### config.mk
export PLATFORM = sky130hd
export DESIGN_NAME = pred_counter_table
export DESIGN_NICKNAME = d
export VERILOG_FILES = /design/src/rtl/pred_counter_table.sv
export SDC_FILE = /design/constraint.sdc
export NUM_CORES = 1
export LEC_CHECK = 0
export ABC_AREA = 1
export BUFFER_PORTS_ARGS = -buffer_cell sky130_fd_sc_hd__buf_2
export CAP_MARGIN = 20
export CORE_MARGIN = 2
export CORE_UTILIZATION = 30
export CTS_BUF_LIST = sky130_fd_sc_hd__clkbuf_2
export CTS_CLUSTER_DIAMETER = 150
export DETAILED_ROUTE_END_ITERATION = 12
export PLACE_DENSITY = 0.43
export SLEW_MARGIN = 20
export SYNTH_ARGS = -nofsm -noshare
export SYNTH_HDL_FRONTEND = slang
export SYNTH_SLANG_ARGS = --single-unit
### constraint.sdc
create_clock -name clk -period 12.62 [get_ports clk]
set_input_delay 2.524 -clock clk [delete_from_list [all_inputs] [get_ports clk]]
set_output_delay 2.524 -clock clk [all_outputs]
set_load 0.02 [all_outputs]
### src/rtl/pred_counter_table.sv
// Branch-predictor history table: 2**IDX_W two-bit saturating counters, read
// combinationally at the addressed line and stepped toward outcome p on every
// clock edge. Optional misprediction statistics are built when PRED_STATS_EN
// is defined.
`timescale 1ns/1ps
module pred_counter_table #(
  parameter int unsigned IDX_W     = 7,
  parameter logic [1:0]  RST_STATE = 2'b00
) (
  input  logic             clk,
  input  logic             reset,
  input  logic [IDX_W-1:0] line,
  input  logic             p,
  output logic [1:0]       dout,
  output logic             taken
`ifdef PRED_STATS_EN
  ,
  output logic [15:0]      miss_cnt,
  output logic             miss
`endif
);

  localparam int unsigned DEPTH = 2 ** IDX_W;

  typedef enum logic [1:0] {
    STRONG_NT = 2'b00,
    WEAK_NT   = 2'b01,
    WEAK_T    = 2'b10,
    STRONG_T  = 2'b11
  } ctr_t;

  logic [1:0] entries [DEPTH];
  ctr_t       cur;
  ctr_t       nxt;

  always_comb begin
    cur = ctr_t'(entries[line]);
  end

  // Saturating step: toward STRONG_T on taken, toward STRONG_NT otherwise.
  always_comb begin
    nxt = cur;
    unique case (cur)
      STRONG_NT: nxt = p ? WEAK_NT  : STRONG_NT;
      WEAK_NT:   nxt = p ? WEAK_T   : STRONG_NT;
      WEAK_T:    nxt = p ? STRONG_T : WEAK_NT;
      STRONG_T:  nxt = p ? STRONG_T : WEAK_T;
    endcase
  end

  always_ff @(posedge clk or posedge reset) begin
    if (reset) begin
      entries <= '{default: RST_STATE};
    end else begin
      entries[line] <= nxt;
    end
  end

  always_comb begin
    dout  = cur;
    taken = cur[1];
  end

`ifdef PRED_STATS_EN
  always_comb begin
    miss = taken != p;
  end

  always_ff @(posedge clk or posedge reset) begin
    if (reset) begin
      miss_cnt <= '0;
    end else if (miss && (miss_cnt != '1)) begin
      miss_cnt <= miss_cnt + 16'd1;
    end
  end
`endif

endmodule

; Word level (Yosys, flattened, before mapping)
; Cells that the tools add are included.
[word_totals]
out_inout_bits = 3
register_bits = 256
elab_cells = 147
[classes]
n_eq_ne = 3
bitwise = 1
magnitude_cmp = 2
mux = 11
n_reduce_logical = 2
[ops]
columns = op, count
row1 = $bwmux W256, 1
row2 = $bmux W2 S7, 1
row3 = $demux W2 S7, 1
row4 = $mux W2, 5
row5 = $ge A8 B8 Y1 const B, 1
row6 = $lt A8 B1 Y1 const B, 1
row7 = $not A7 Y8, 1
row8 = $pmux W2 S4, 1
row9 = $eq A2 B2 Y1 const B, 2
row10 = $eq A2 B1 Y1 const B, 1
row11 = $logic_not A2 Y1, 1
row12 = $mux W1, 2
row13 = $logic_and A1 B1 Y1, 1

; Logic depth before layout (Yosys ltp)
; Gate-level depths: netlist of the first run.
[depth]
ltp_word = 7
ltp_mapped = 21
depth_no_buf = 17

; Worst setup path after synthesis of the first run
; OpenSTA, ideal clock, no wires.
[synth_path]
kind = input-to-output
from = in line[0]
to = out dout[1]
stages = 12
setup_slack_ns = 6.117
arrival_ns = 3.979
path_buffers = 3
cell_sequence = buf_4 buf_2 or2_2 nand3_1 nand2_1 nor2_1 nor2_1 nor2_1 a21oi_1 nor2_1 nand2_1 buf_4
[synth_between]
elab_chain_len = 4
[synth_rtl]
columns = item, line_no
row1 = from (decl), 12  ; input logic [IDX_W-1:0] line,
row2 = $not A7 Y8 (not written as such), 37  ; cur = ctr_t'(entries[line]);
row3 = $bmux W2 S7, 37
row4 = $mux W2 (not written as such) (2 in a row), 37
row5 = to (decl), 14  ; output logic [1:0] dout,
; Every way passes these cells. The select of a mux whose other input is x is not followed.

; Worst setup path in the final report of the first run
; Same ends and word-level chain as after synthesis.

==> results of run 1 <==
routing by layer:
layer	routed length [um]	GRT usage, %
met1	22700	27.6
met2	20500	32.2
met3	2230	4.17
met4	1260	6.76
met5	0	0
cell usage in the layout (no fill, tap or decap), drive strengths merged, types with 4 or more instances in the layout:
cell and count:
nand2 1144, clkbuf 113, o21ai 16, a21oi 31, clkinv 4, or2 4, nand3 174, inv 224
nor2 194, dfrtp 256, buf 30
worst min-delay path: stages (launching register included):
cell	delay [ns]
dfrtp_1	0.35
nand2_1	0.05
nand2_1	0.05
cell type report:
type / count / area (sq um)
well taps: 607 / 759
repair buffers: 30 / 209
inverters: 219 / 832
multi-input cells: 1569 / 6240
clock buffers: 113 / 566
diodes: 2 / 5.00
clock inverters: 11 / 93.8
fillers: 5184 / 31100
flip-flops and latches: 256 / 6410
stage by stage:
step	worst slack [ns]	cell area (sq um)	power (uW)
global placement	4.25	14400	1280
CTS	4.24	15100	1970
floorplan	3.05	14000	1180
detailed placement	4.23	14400	1280
finish	4.26	15100	1930
global route	3.97	15100	2060
power groups by stage:
stage / sequential [uW] / clock, uW / combinational [uW]
2_1_floorplan: 952 / 0 / 227
3_3_place_gp: 968 / 0 / 314
3_5_place_dp: 967 / 0 / 317
4_1_cts: 953 / 700 / 317
5_1_grt: 963 / 737 / 357
6_report: 953 / 662 / 311
cell families (layout without fill, tap and decap cells):
group / after synthesis / count (layout) / share of synthesized area, %
flops: 256 / 256 / 45.9
compound gates: 49 / 49 / 1.79
simple gates: 1520 / 1520 / 42.7
other cells: 0 / 2 / 0
buf+inv: 315 / 373 / 9.58
how the worst max path moves through the flow:
| stage | depth (start not counted) | from | slack, ns | endpoint |
|---|---|---|---|---|
| finish | 15 | line[0] | 4.26 | dout[1] |
| global route | 15 | line[0] | 3.97 | taken |
| CTS | 15 | line[0] | 4.24 | dout[1] |
| detailed placement | 15 | line[0] | 4.23 | dout[1] |
| global placement | 15 | line[0] | 4.25 | taken |
| floorplan | 1 | reset | 3.05 | entries[0]$_DFFE_PP0P_ |
==> impl.org, run 1 <==
** Route
- Routed wire length per instance :: 16.6 um
- Dividing the detail-routed via count by the number of cells gives 4.63.
- Total Wirelength :: 46,700 um
- In the routed design, unresolved DRC markers number 0.
- For this run, the detailed router's first-pass iteration total came to 5.
- Count of vias placed by the detailed router :: 13,000
- Number of DRC markers after the initial detailed-route iteration :: 838
- Once detail routing completed, the nets flagged for antenna violations numbered 0.

** Pwr
- Registers are responsible for 49.5% of the overall power.
- For this design the total switching power over the nets is 665 uW.
- Net switching is 34.5% of the power.
- The analysis attributes to cell leakage a power of 0.00819 uW.
- Pwr/cell area :: 127 nW/um^2
- IR analysis of the VDD net gives a maximum drop of 0.0746 mV.
- Cell internal power was estimated by the tool at 1260 uW.
- Comb power frac :: 16.2%
- The share of total power dissipated in the clock network is 34.4%.

** Clock network
- Post-CTS Hold Fix Bufs :: 0
- In this run, CTS created clock tree buffers numbering 81.
- CTS tree :: done
- Counting along the longest clock path gives a buffer depth of 3.
- In this run the number of H-tree levels came out at 3.
- Gates resized during post-CTS repair numbered 0.
- CTS saw 256 sinks.
- For the worst-skew pair, the clock arrives at the later sink with an insertion delay of 1.03 ns.
- Setup fix buffers added after clock tree synthesis :: 0
- CTS root buffer :: clkbuf_2
- Clk slew on worst S/H paths :: 0.09 ns

** Global route
- Initial antenna violation count :: 2
- After global routing the overflow that remains totals 0.
- Global router's overall resource usage :: 20.3%
- Largest net degree at the start of global routing :: 113
- The number of global-route vias before repair was 13,100.
- The first global-routing pass estimated 74,500 um of wire.

** Setup path
- For the worst setup path, the data arrival time is 5.83 ns.
- Crit Path Class :: in2out
- In this design, the stage delay of the slowest critical-path cell is 0.70 ns.
- Startpoint Class :: input pin
- At the worst endpoint, the required time is 10.10 ns.
- Count of buffering cells on the critical path with inverters included :: 4
- The worst register-to-register path begins at entries[157]$_DFFE_PP0P_.
- Critical path's most frequent cell :: nand2_1
- Critical Path Slowest Stage Cell :: buf_4
- For flop-to-flop paths, the worst setup slack is 8.92 ns.
- Worst path cell trace :: buf_4, inv_4, buf_4, nand2_1, nand3_1, nand2_1, nor2_1, nor2_1, nor2_1, nand2_1, nand2_1, nand2_1, nor2_1, nand2_1, buf_2
- For the worst flop-to-flop path, the logic depth is 18.
- In this run the worst path has a maximum fanout of 70.
- FF-to-FF End :: entries[57]$_DFFE_PP0P_
- Grouping stages by cell kind, the critical path spends the most delay in buffers and inverters.
- STA classifies the critical path endpoint as an output pin.

** STA
- For the final routed database, the setup TNS stands at 0 ns.
- In the finished design, the share of the clock period the worst path needs comes to 66.2%.
- Hold timing on the final database bottoms out at a slack of 0.479 ns.
- Worst slew slack as a fraction of its limit :: 25.2%
- Post-layout minimum cycle time :: 8.36 ns
- Static timing analysis puts the maximum clock frequency at 120 MHz.
- RSZ-0062 raised after global routing :: false
- Post-Route Skew :: 0.0599 ns
- Final setup violating endpoints :: 0
- Max Slew Vio Count :: 0
- The number of endpoints with negative hold slack in the final report was 0.
- Actual slew at the worst max-slew pin :: 1.12 ns

** Final layout
- Proportion of layout cells with a drive suffix above 1 :: 7.46%
- After the last flow step, the layout net total stands at 2,167.
- The largest registers in the layout are entries (256).
- P&R area growth vs syn :: 8.27%
- entries holds more flip-flops than any other register.
- Cells fill 32.7% of the core in the end.
- The register with the most flip-flops in the layout has 256 of them.
- Post-route non-filler standard cell count :: 2,807

** Placement
- DP HPWL :: 26,500 um
- During placement, the flow inserted port buffers numbering 12.
- Final estimated routing congestion in global placement :: 0.757
- In this run, placement finished with an instance count of 2,681.

** Floorplan
- Measured along the y axis, the die boundary spans 220 um.
- Pin placement for this block handled 13 I/O pins.
- In this run the horizontal extent of the chip is 220 um.
- The die covers 48,300 sq um.
- Once the floorplan was initialized, standard cells occupied 30.2% of the core.
- Floorplan Core Area :: 46,300 sq um
- Row count :: 79

** Synth
- Synth cell count leaders :: nand2_1 (1,144), dfrtp_1 (256), inv_1 (215), nor2_1 (191), nand3_1 (174)
- Post-synthesis sequential area ratio :: 45.9%
- Number of distinct standard cells referenced by the synthesized netlist :: 23
- Top cell type's share of synthesized area :: 45.9%
- Total of warnings raised by yosys :: 0
- Register bit total from synthesis :: 256
- Of all flip-flops after synthesis, the portion carrying an async set or reset was 100%.
- Ranking of synthesized cells by area :: dfrtp_1 (46%), nand2_1 (31%), nand3_1 (6.2%), inv_1 (5.8%), nor2_1 (5.1%)
- The largest total area in the synthesized netlist belongs to dfrtp_1.
- Post-Synthesis Cell Area :: 14,000 sq um
- Yosys mapped a number of flops with a built-in enable equal to 0.
- Mapped Cells :: 2,140
- Most instantiated flip-flop cell in the synthesis netlist :: dfrtp_1
- Yosys instantiated no cell more often than nand2_1.
- Synth Area per Inst :: 6.52 sq um
- Post-synth net total :: 2,150

** Status
- The run finished with clean final reports.

** Min path
- Counting instances, the worst hold path has a depth of 2.
- Worst Hold End :: entries[103]$_DFFE_PP0P_
- Hold Crit Start :: entries[103]$_DFFE_PP0P_
- Hold crit path type :: reg2reg

** Job
- Across the run, the number of max-cap violations was 0.
(Power assumes the default switching activity.)
==> run 2: changes to the inputs <==
==> constraint.sdc (replaced) <==
create_clock -name clk -period 7.9 [get_ports clk]
set_input_delay 1.58 -clock clk [delete_from_list [all_inputs] [get_ports clk]]
set_output_delay 1.58 -clock clk [all_outputs]
set_load 0.02 [all_outputs]
==> run 2 against run 1 <==
Compared with the run above: non-clock buffer count grew 3; sequential power is 59% higher; via count rose by 0.22%; critical path depth increased by 1; critical endpoint is now dout[0]; highest routed layer unchanged.
==> impl.org, run 2 (synthesis gave the netlist of run 1 again) <==
** STA
- The relative max-transition margin was 27.3% (was 25.2%).
- Final count of hold timing violations :: 0 (unchanged)
- RSZ-0062 raised after global routing :: false (unchanged)
- The worst clock skew came to 0.0570 ns (was 0.0599 ns).
- Actual slew at the worst max-slew pin :: 1.09 ns (was 1.12 ns)
- The worst path uses 75.5% of the clock period.
- Static timing analysis puts the maximum clock frequency at 168 MHz.
- The number of setup violations in the final report came to 0 (unchanged).
- Max Slew Vio Count :: 0 (unchanged)
- The total negative slack was 0 ns (unchanged).
- Post-layout minimum cycle time :: 5.97 ns

** Global route
- Vias in the first global route :: 12,800 (was 13,100)
- The number of antenna violations at the first check in global routing was 1 (was 2).
- Largest net degree at the start of global routing :: 156 (was 113)
- The aggregate global-route resource usage was 20.3% (about the same).
- The first-pass GRT wire length was 74,400 um (was 74,500 um).
- The leftover overflow at the end of global routing was 0 (unchanged).

** Floorplan
- DIE HEIGHT :: 220 um (unchanged)
- Row count :: 79 (unchanged)
- The placeable core region came to 46,300 sq um (unchanged).
- Initial Util :: 30.2% (unchanged)
- The horizontal die dimension came to 220 um (unchanged).
- The number of ports placed on the die boundary is 13 (unchanged).
- Die Footprint :: 48,300 sq um (unchanged)

** Final layout
- Max reg flops :: 256 (unchanged)
- Leading cell type in the layout, fill and taps excluded :: nand2_1 (unchanged)
- Commonest cells after routing, fill and taps aside :: nand2_1 (1,142), dfrtp_1 (256), inv_1 (213), nor2_1 (191), nand3_1 (173) (was nand2_1 (1,142), dfrtp_1 (256), inv_1 (214), nor2_1 (191), nand3_1 (173))
- The area growth from synthesis to final layout was 8.30% (was 8.27%).
- The final layout net count is 2,167 (unchanged).
- Proportion of layout cells with a drive suffix above 1 :: 7.49% (was 7.46%)
- The register name with the most flops was entries (unchanged).
- Post-layout instance area :: 15,100 sq um (about the same)
- Largest registers in the final layout :: entries (256) (unchanged)

** Route
- Detailed-router iteration count before antenna repair :: 5 (unchanged)
- DRT antenna net count :: 0 (unchanged)
- Average vias per placed instance :: 4.63 (about the same)
- The initial DRC count was 963 (was 838).
- Routed wire length per instance :: 16.7 um (was 16.6 um)
- The aggregate routed wire length was 47,000 um (was 46,700 um).
- Drc violations :: 0 (unchanged)
- Count of vias placed by the detailed router :: 13,000 (about the same)

** Setup path
- Worst path cell trace: buf_4, inv_4, buf_4, nand2_1, nand2_1, nand2_1, nand2_1, nand2_1, nand2_1, nand2_1, nand2_1, nor2_1, nor2_1, nor2_1, nand2_1, buf_2 (was buf_4, inv_4, buf_4, nand2_1, nand3_1, nand2_1, nor2_1, nor2_1, nor2_1, nand2_1, nand2_1, nand2_1, nor2_1, nand2_1, buf_2).
- The source of the critical timing path is line[0] (unchanged).
- CP Capture Point :: dout[0] (was dout[1])
- The family with the most delay on the worst path is buffers and inverters (unchanged).
- Critical path's most frequent cell :: nand2_1 (unchanged)
- The largest fanout on the critical path was 82 (was 70).
- The source of the worst register-to-register timing path is entries[225]$_DFFE_PP0P_ (was entries[157]$_DFFE_PP0P_).
- Critical Path Slowest Stage Cell :: inv_4 (was buf_4)
- The data arrival time of the critical path was 4.39 ns (was 5.83 ns).
- Worst EP required :: 6.32 ns (was 10.10 ns)
- The setup slack of the worst register-to-register path is 4.32 ns (was 8.92 ns).
- FF-to-FF End :: entries[220]$_DFFE_PP0P_ (was entries[57]$_DFFE_PP0P_)
- The largest stage delay on the critical path came to 0.69 ns (was 0.70 ns).
- The endpoint type of the worst setup path is an output pin (unchanged).
- Startpoint Class :: input pin (unchanged)
- The buffering stage count on the worst path with inverters included is 4 (unchanged).
- The kind of critical path is in2out (unchanged).
- The logic depth of the worst setup path including buffers was 16 (was 15).
- The cell depth of the worst flop-to-flop path came to 17 (was 18).

** Clock network
- The total clock buffers created by CTS came to 78 (was 81).
- Setup fix buffers added after clock tree synthesis :: 0 (unchanged)
- CTS Sinks :: 256 (unchanged)
- The cts-stage hold buffer count is 0 (unchanged).
- The buffer cell driving the clock tree root was clkbuf_2 (unchanged).
- The maximum clock path buffer count came to 3 (unchanged).
- The register clock-pin slew on the reported worst setup and hold paths was 0.08 ns (was 0.09 ns).
- The insertion delay of the later-clocked pin in the worst-skew pair is 0.95 ns (was 1.03 ns).
- CTS tree :: done (unchanged)
- The H-tree depth reported by CTS was 3 (unchanged).
- Total of cells resized after clock tree synthesis :: 0 (unchanged)

** Placement
- The routability congestion estimate from global placement was 0.779 (was 0.757).
- DP HPWL :: 26,700 um (was 26,500 um)
- Total cell area at the placement stage :: 14,500 sq um (was 14,400 sq um)
- The number of input and output port buffers inserted came to 12 (unchanged).

** Min path
- The type of the tightest min-delay check was reg2reg (unchanged).

** Pwr
- Pwr/cell area :: 199 nW/um^2 (was 127 nW/um^2)
- Leakage power figure :: 0.00819 uW (about the same)
- The maximum vdd ir drop was 0.211 mV (was 0.0746 mV).

** Status
- Status: completed (unchanged).

** Job
- Maximum capacitance violations :: 0 (unchanged)
==> run 2: cell count changes in the layout (fill, tap and decap cells not counted) <==
cell,change
buf_12,+3
buf_4,+2
buf_6,-1
buf_8,-1
bufinv_16,-2
clkbuf_2,-1
clkinv_1,+6
clkinv_2,+1
clkinvlp_4,+1
inv_1,-1
inv_8,-1
==> run 2: worst min-delay path by stage <==
stage | to | cells after the start | start
global route | entries[38]$_DFFE_PP0P_ | 2 | entries[38]$_DFFE_PP0P_
CTS | entries[103]$_DFFE_PP0P_ | 2 | entries[103]$_DFFE_PP0P_
global placement | entries[123]$_DFFE_PP0P_ | 2 | entries[123]$_DFFE_PP0P_
detailed placement | entries[103]$_DFFE_PP0P_ | 2 | entries[103]$_DFFE_PP0P_
floorplan | entries[111]$_DFFE_PP0P_ | 2 | entries[111]$_DFFE_PP0P_
finish | entries[123]$_DFFE_PP0P_ | 2 | entries[123]$_DFFE_PP0P_
==> run 2: cell type report <==
cell class                 count  area, sq um
fill                        5177        31100
sequential                   256         6410
multi-input combinational   1569         6240
inverter                     219          828
tap                          607          759
clock buffer                 112          561
timing repair buffer          33          258
clock inverter                15         57.6
antenna                        2         5.00
==> run 2: where the power goes <==
group / internal [uW] / total (uW) / switching (uW)
sequential: 1440 / 1520 / 77.1
clock: 372 / 982 / 610
combinational: 137 / 506 / 369
total: 1950 / 3010 / 1060
==> run 2: per-layer routing <==
| metal | wire [um] | GRT usage [%] | vias up |
|---|---|---|---|
| met4 | 1110 | 6.20 | 0 |
| met3 | 2380 | 4.00 | 79 |
| met1 | 22900 | 28.2 | 6128 |
| met2 | 20600 | 32.0 | 315 |
| met5 | 0 | 0 | - |
| li1 | - | - | 6490 |
==> run 2: tightest hold or removal path: stages (launching register included) <==
cell and delay [ns]:
dfrtp_1 0.34, nand2_1 0.05, nand2_1 0.05
==> run 2: through the flow <==
step	instances	power [uW]	hold WS, ns	setup WS, ns	utilization [%]
finish	2813	3010	0.478	1.93	32.7
floorplan	2140	1880	0.441	2.95	-
global placement	2684	2060	0.457	1.90	31.3
global route	2813	3230	0.499	1.69	32.7
detailed placement	2684	2060	0.463	1.92	31.3
CTS	2811	3070	0.486	1.91	32.7
==> run 3: changes to the inputs <==
--- a/config.mk
+++ b/config.mk
@@ -13,7 +13,7 @@
 export CTS_BUF_LIST = sky130_fd_sc_hd__clkbuf_2
 export CTS_CLUSTER_DIAMETER = 150
 export DETAILED_ROUTE_END_ITERATION = 12
-export PLACE_DENSITY = 0.43
+export PLACE_DENSITY = 0.44
 export SLEW_MARGIN = 20
 export SYNTH_ARGS = -nofsm -noshare
 export SYNTH_HDL_FRONTEND = slang
==> constraint.sdc (replaced) <==
create_clock -name clk -period 4.9 [get_ports clk]
set_input_delay 0.98 -clock clk [delete_from_list [all_inputs] [get_ports clk]]
set_output_delay 0.98 -clock clk [all_outputs]
set_load 0.02 [all_outputs]
==> run 3 against run 2 <==
Compared with the run above: clock-buffer cell count decreased by 6; flip-flop and latch count unchanged; final cell count increased by 0.21%; utilization increased by 0.37 points; critical path type unchanged; non-clock buffer count increased by 18; sequential power increased by 61%; critical path depth decreased by 2.
==> impl.org, run 3 (synthesis gave the netlist of run 1 again) <==
** Final layout
- Proportion of layout cells with a drive suffix above 1 :: 7.91% (was 7.49%)
- Largest registers in the final layout: entries (256) (unchanged).
- Commonest cells after routing, fill and taps aside :: nand2_1 (1,142), dfrtp_1 (256), inv_1 (214), nor2_1 (191), nand3_1 (173) (was nand2_1 (1,142), dfrtp_1 (256), inv_1 (213), nor2_1 (191), nand3_1 (173))
- Max reg flops :: 256 (unchanged)
- The final layout net count is 2,185 (was 2,167).
- The area growth from synthesis to final layout was 9.53% (was 8.30%).
- The leading cell type in the layout, fill and taps excluded is nand2_1 (unchanged).
- The register name with the most flops is entries (unchanged).

** STA
- The number of endpoints with negative hold slack in the final report is 0 (unchanged).
- Worst slew slack as a fraction of its limit :: 40.7% (was 27.3%)
- Actual slew at the worst max-slew pin :: 0.889 ns (was 1.09 ns)
- Highest clock rate :: 235 MHz
- The final critical path takes up 86.8% of the cycle.
- Post-Route Skew :: 0.0835 ns (was 0.0570 ns)
- Counting I/O delays and the setup requirement, the final critical path takes 4.25 ns.
- The tightest hold margin came to 0.121 ns (was 0.478 ns).
- The number of slew-limit violations in the final report is 0 (unchanged).
- RSZ-0062 raised after global routing :: false (unchanged)
- Setup_tns :: 0 ns (unchanged)
- The number of setup violations in the final report came to 0 (unchanged).

** Route
- The number of remaining DRC errors was 0 (unchanged).
- The initial DRC count came to 998 (was 963).
- Average vias per placed instance :: 4.62 (was 4.63)
- The first-pass detailed-route iteration total is 5 (unchanged).
- Total Wirelength :: 46,900 um (was 47,000 um)
- The routed via count is 13,000 (about the same).
- The average detailed-routed wire length per instance was 16.6 um (was 16.7 um).
- The remaining antenna violation count was 0 (unchanged).

** Clock network
- The number of buffers inserted by post-CTS setup repair was 0 (unchanged).
- CTS tree :: done (unchanged)
- The quantity of gates resized following cts is 0 (unchanged).
- CTS root buffer :: clkbuf_2 (unchanged)
- Clk slew on worst S/H paths :: 0.09 ns (was 0.08 ns)
- The maximum clock path buffer count is 3 (unchanged).
- The insertion delay of the later-clocked pin in the worst-skew pair is 1.01 ns (was 0.95 ns).
- H-Tree Depth :: 3 (unchanged)
- CTS Sinks :: 256 (unchanged)
- Post-CTS Hold Fix Bufs :: 0 (unchanged)
- The total clock buffers created by CTS came to 78 (unchanged).

** Pwr
- Pwr/cell area :: 320 nW/um^2 (was 199 nW/um^2)
- Peak supply drop :: 0.232 mV (was 0.211 mV)
- Leakage power figure :: 0.00827 uW (was 0.00819 uW)

** Setup path
- CP Capture Point :: dout[1] (was dout[0])
- The cell depth of the worst flop-to-flop path came to 17 (unchanged).
- Crit Reg-Reg Startpoint :: entries[233]$_DFFE_PP0P_ (was entries[225]$_DFFE_PP0P_)
- The data arrival time of the critical path is 3.27 ns (was 4.39 ns).
- The setup slack of the worst register-to-register path is 1.90 ns (was 4.32 ns).
- The required time at the endpoint of the critical path is 3.92 ns (was 6.32 ns).
- The source of the critical timing path is line[1] (was line[0]).
- The endpoint type of the worst setup path is an output pin (unchanged).
- The endpoint of the worst register-to-register path is entries[92]$_DFFE_PP0P_ (was entries[220]$_DFFE_PP0P_).
- The largest fanout on the critical path came to 20 (was 82).
- The kind of critical path is in2out (unchanged).
- Startpoint Class :: input pin (unchanged)

** Floorplan
- The starting density of the core is 30.2% (unchanged).
- The placeable core region was 46,300 sq um (unchanged).
- The total die area is 48,300 sq um (unchanged).
- The chip height came to 220 um (unchanged).
- Row count :: 79 (unchanged)
- The number of ports placed on the die boundary was 13 (unchanged).
- Die width :: 220 um (unchanged)

** Placement
- The total half-perimeter wirelength after legalization and detailed placement is 27,900 um (was 26,700 um).
- Final estimated routing congestion in global placement :: 0.782 (was 0.779)
- Number of I/O port buffers :: 12 (unchanged)

** Global route
- GR Layer Usage met1 :: 28.1% (was 28.2%)
- Wire length of the first global-routing pass :: 75,000 um (was 74,400 um)
- Vias in the first global route :: 13,200 (was 12,800)
- The number of antenna violations at the first check in global routing was 1 (unchanged).
- Met3 usage :: 4.00% (unchanged)
- The leftover overflow at the end of global routing is 0 (unchanged).
- Met2 GRT Util :: 31.7% (was 32.0%)
- The pin count of the biggest net entering global routing was 129 (was 156).
- The aggregate global-route resource usage was 20.3% (about the same).
- The most used routing layer was met2 (unchanged).

** Status
- Status: completed (unchanged).

** Job
- Maximum capacitance violations :: 0 (unchanged)

** Min path
- The type of the tightest min-delay check is in2async (was reg2reg).
==> run 3: worst min path at each step <==
stage	endpoint	slack [ns]	cells after the start
2_1_floorplan	entries[111]$_DFFE_PP0P_	0.44	2
3_3_place_gp	entries[123]$_DFFE_PP0P_	0.46	2
3_5_place_dp	entries[127]$_DFFE_PP0P_	0.46	2
4_1_cts	entries[225]$_DFFE_PP0P_	0.03	2
5_1_grt	entries[144]$_DFFE_PP0P_	0.06	2
6_report	entries[245]$_DFFE_PP0P_	0.12	2
==> run 3: report_power, final <==
part / internal, uW / switching [uW] / leakage, uW / total [uW]
registers: 2330 / 123 / 0.00348 / 2450
logic: 244 / 596 / 0.00432 / 840
clock network: 616 / 988 / 0.000477 / 1600
==> run 3: metrics by stage <==
step	power, uW	utilization (%)	cells	worst slack [ns]	area, sq um
global placement	3340	31.8	2702	0.555	14700
detailed placement	3340	31.8	2702	0.600	14700
finish	4890	33.0	2819	0.647	15300
floorplan	3040	-	2140	0.548	14000
CTS	4990	33.0	2818	0.601	15300
global route	5220	33.0	2819	0.473	15300
==> run 3: critical path, cell delays in order <==
cell and delay [ns]:
buf_2 0.13, inv_2 0.46, nor2_4 0.22, nand3_1 0.14, nand2_1 0.12, nor2_1 0.12
nor2_1 0.06, nor2_1 0.12, nand2_1 0.07, nand2_1 0.05, nand2_1 0.05, nor2_1 0.35
nand2_1 0.17, buf_2 0.20
==> run 3: final cells by class <==
type / instances / area (sq um)
clock buffers: 106 / 531
inverters: 219 / 828
diodes: 1 / 2.50
fillers: 5126 / 31000
repair buffers: 51 / 455
flip-flops and latches: 256 / 6410
clock inverters: 10 / 63.8
multi-input cells: 1569 / 6240
well taps: 607 / 759
==> run 3: layer usage <==
layer  share of wire (%)  up-vias
met1                  49     6168
met5                   0        -
met2                  44      284
li1                    -     6495
met4                 2.3        0
met3                 5.0       88
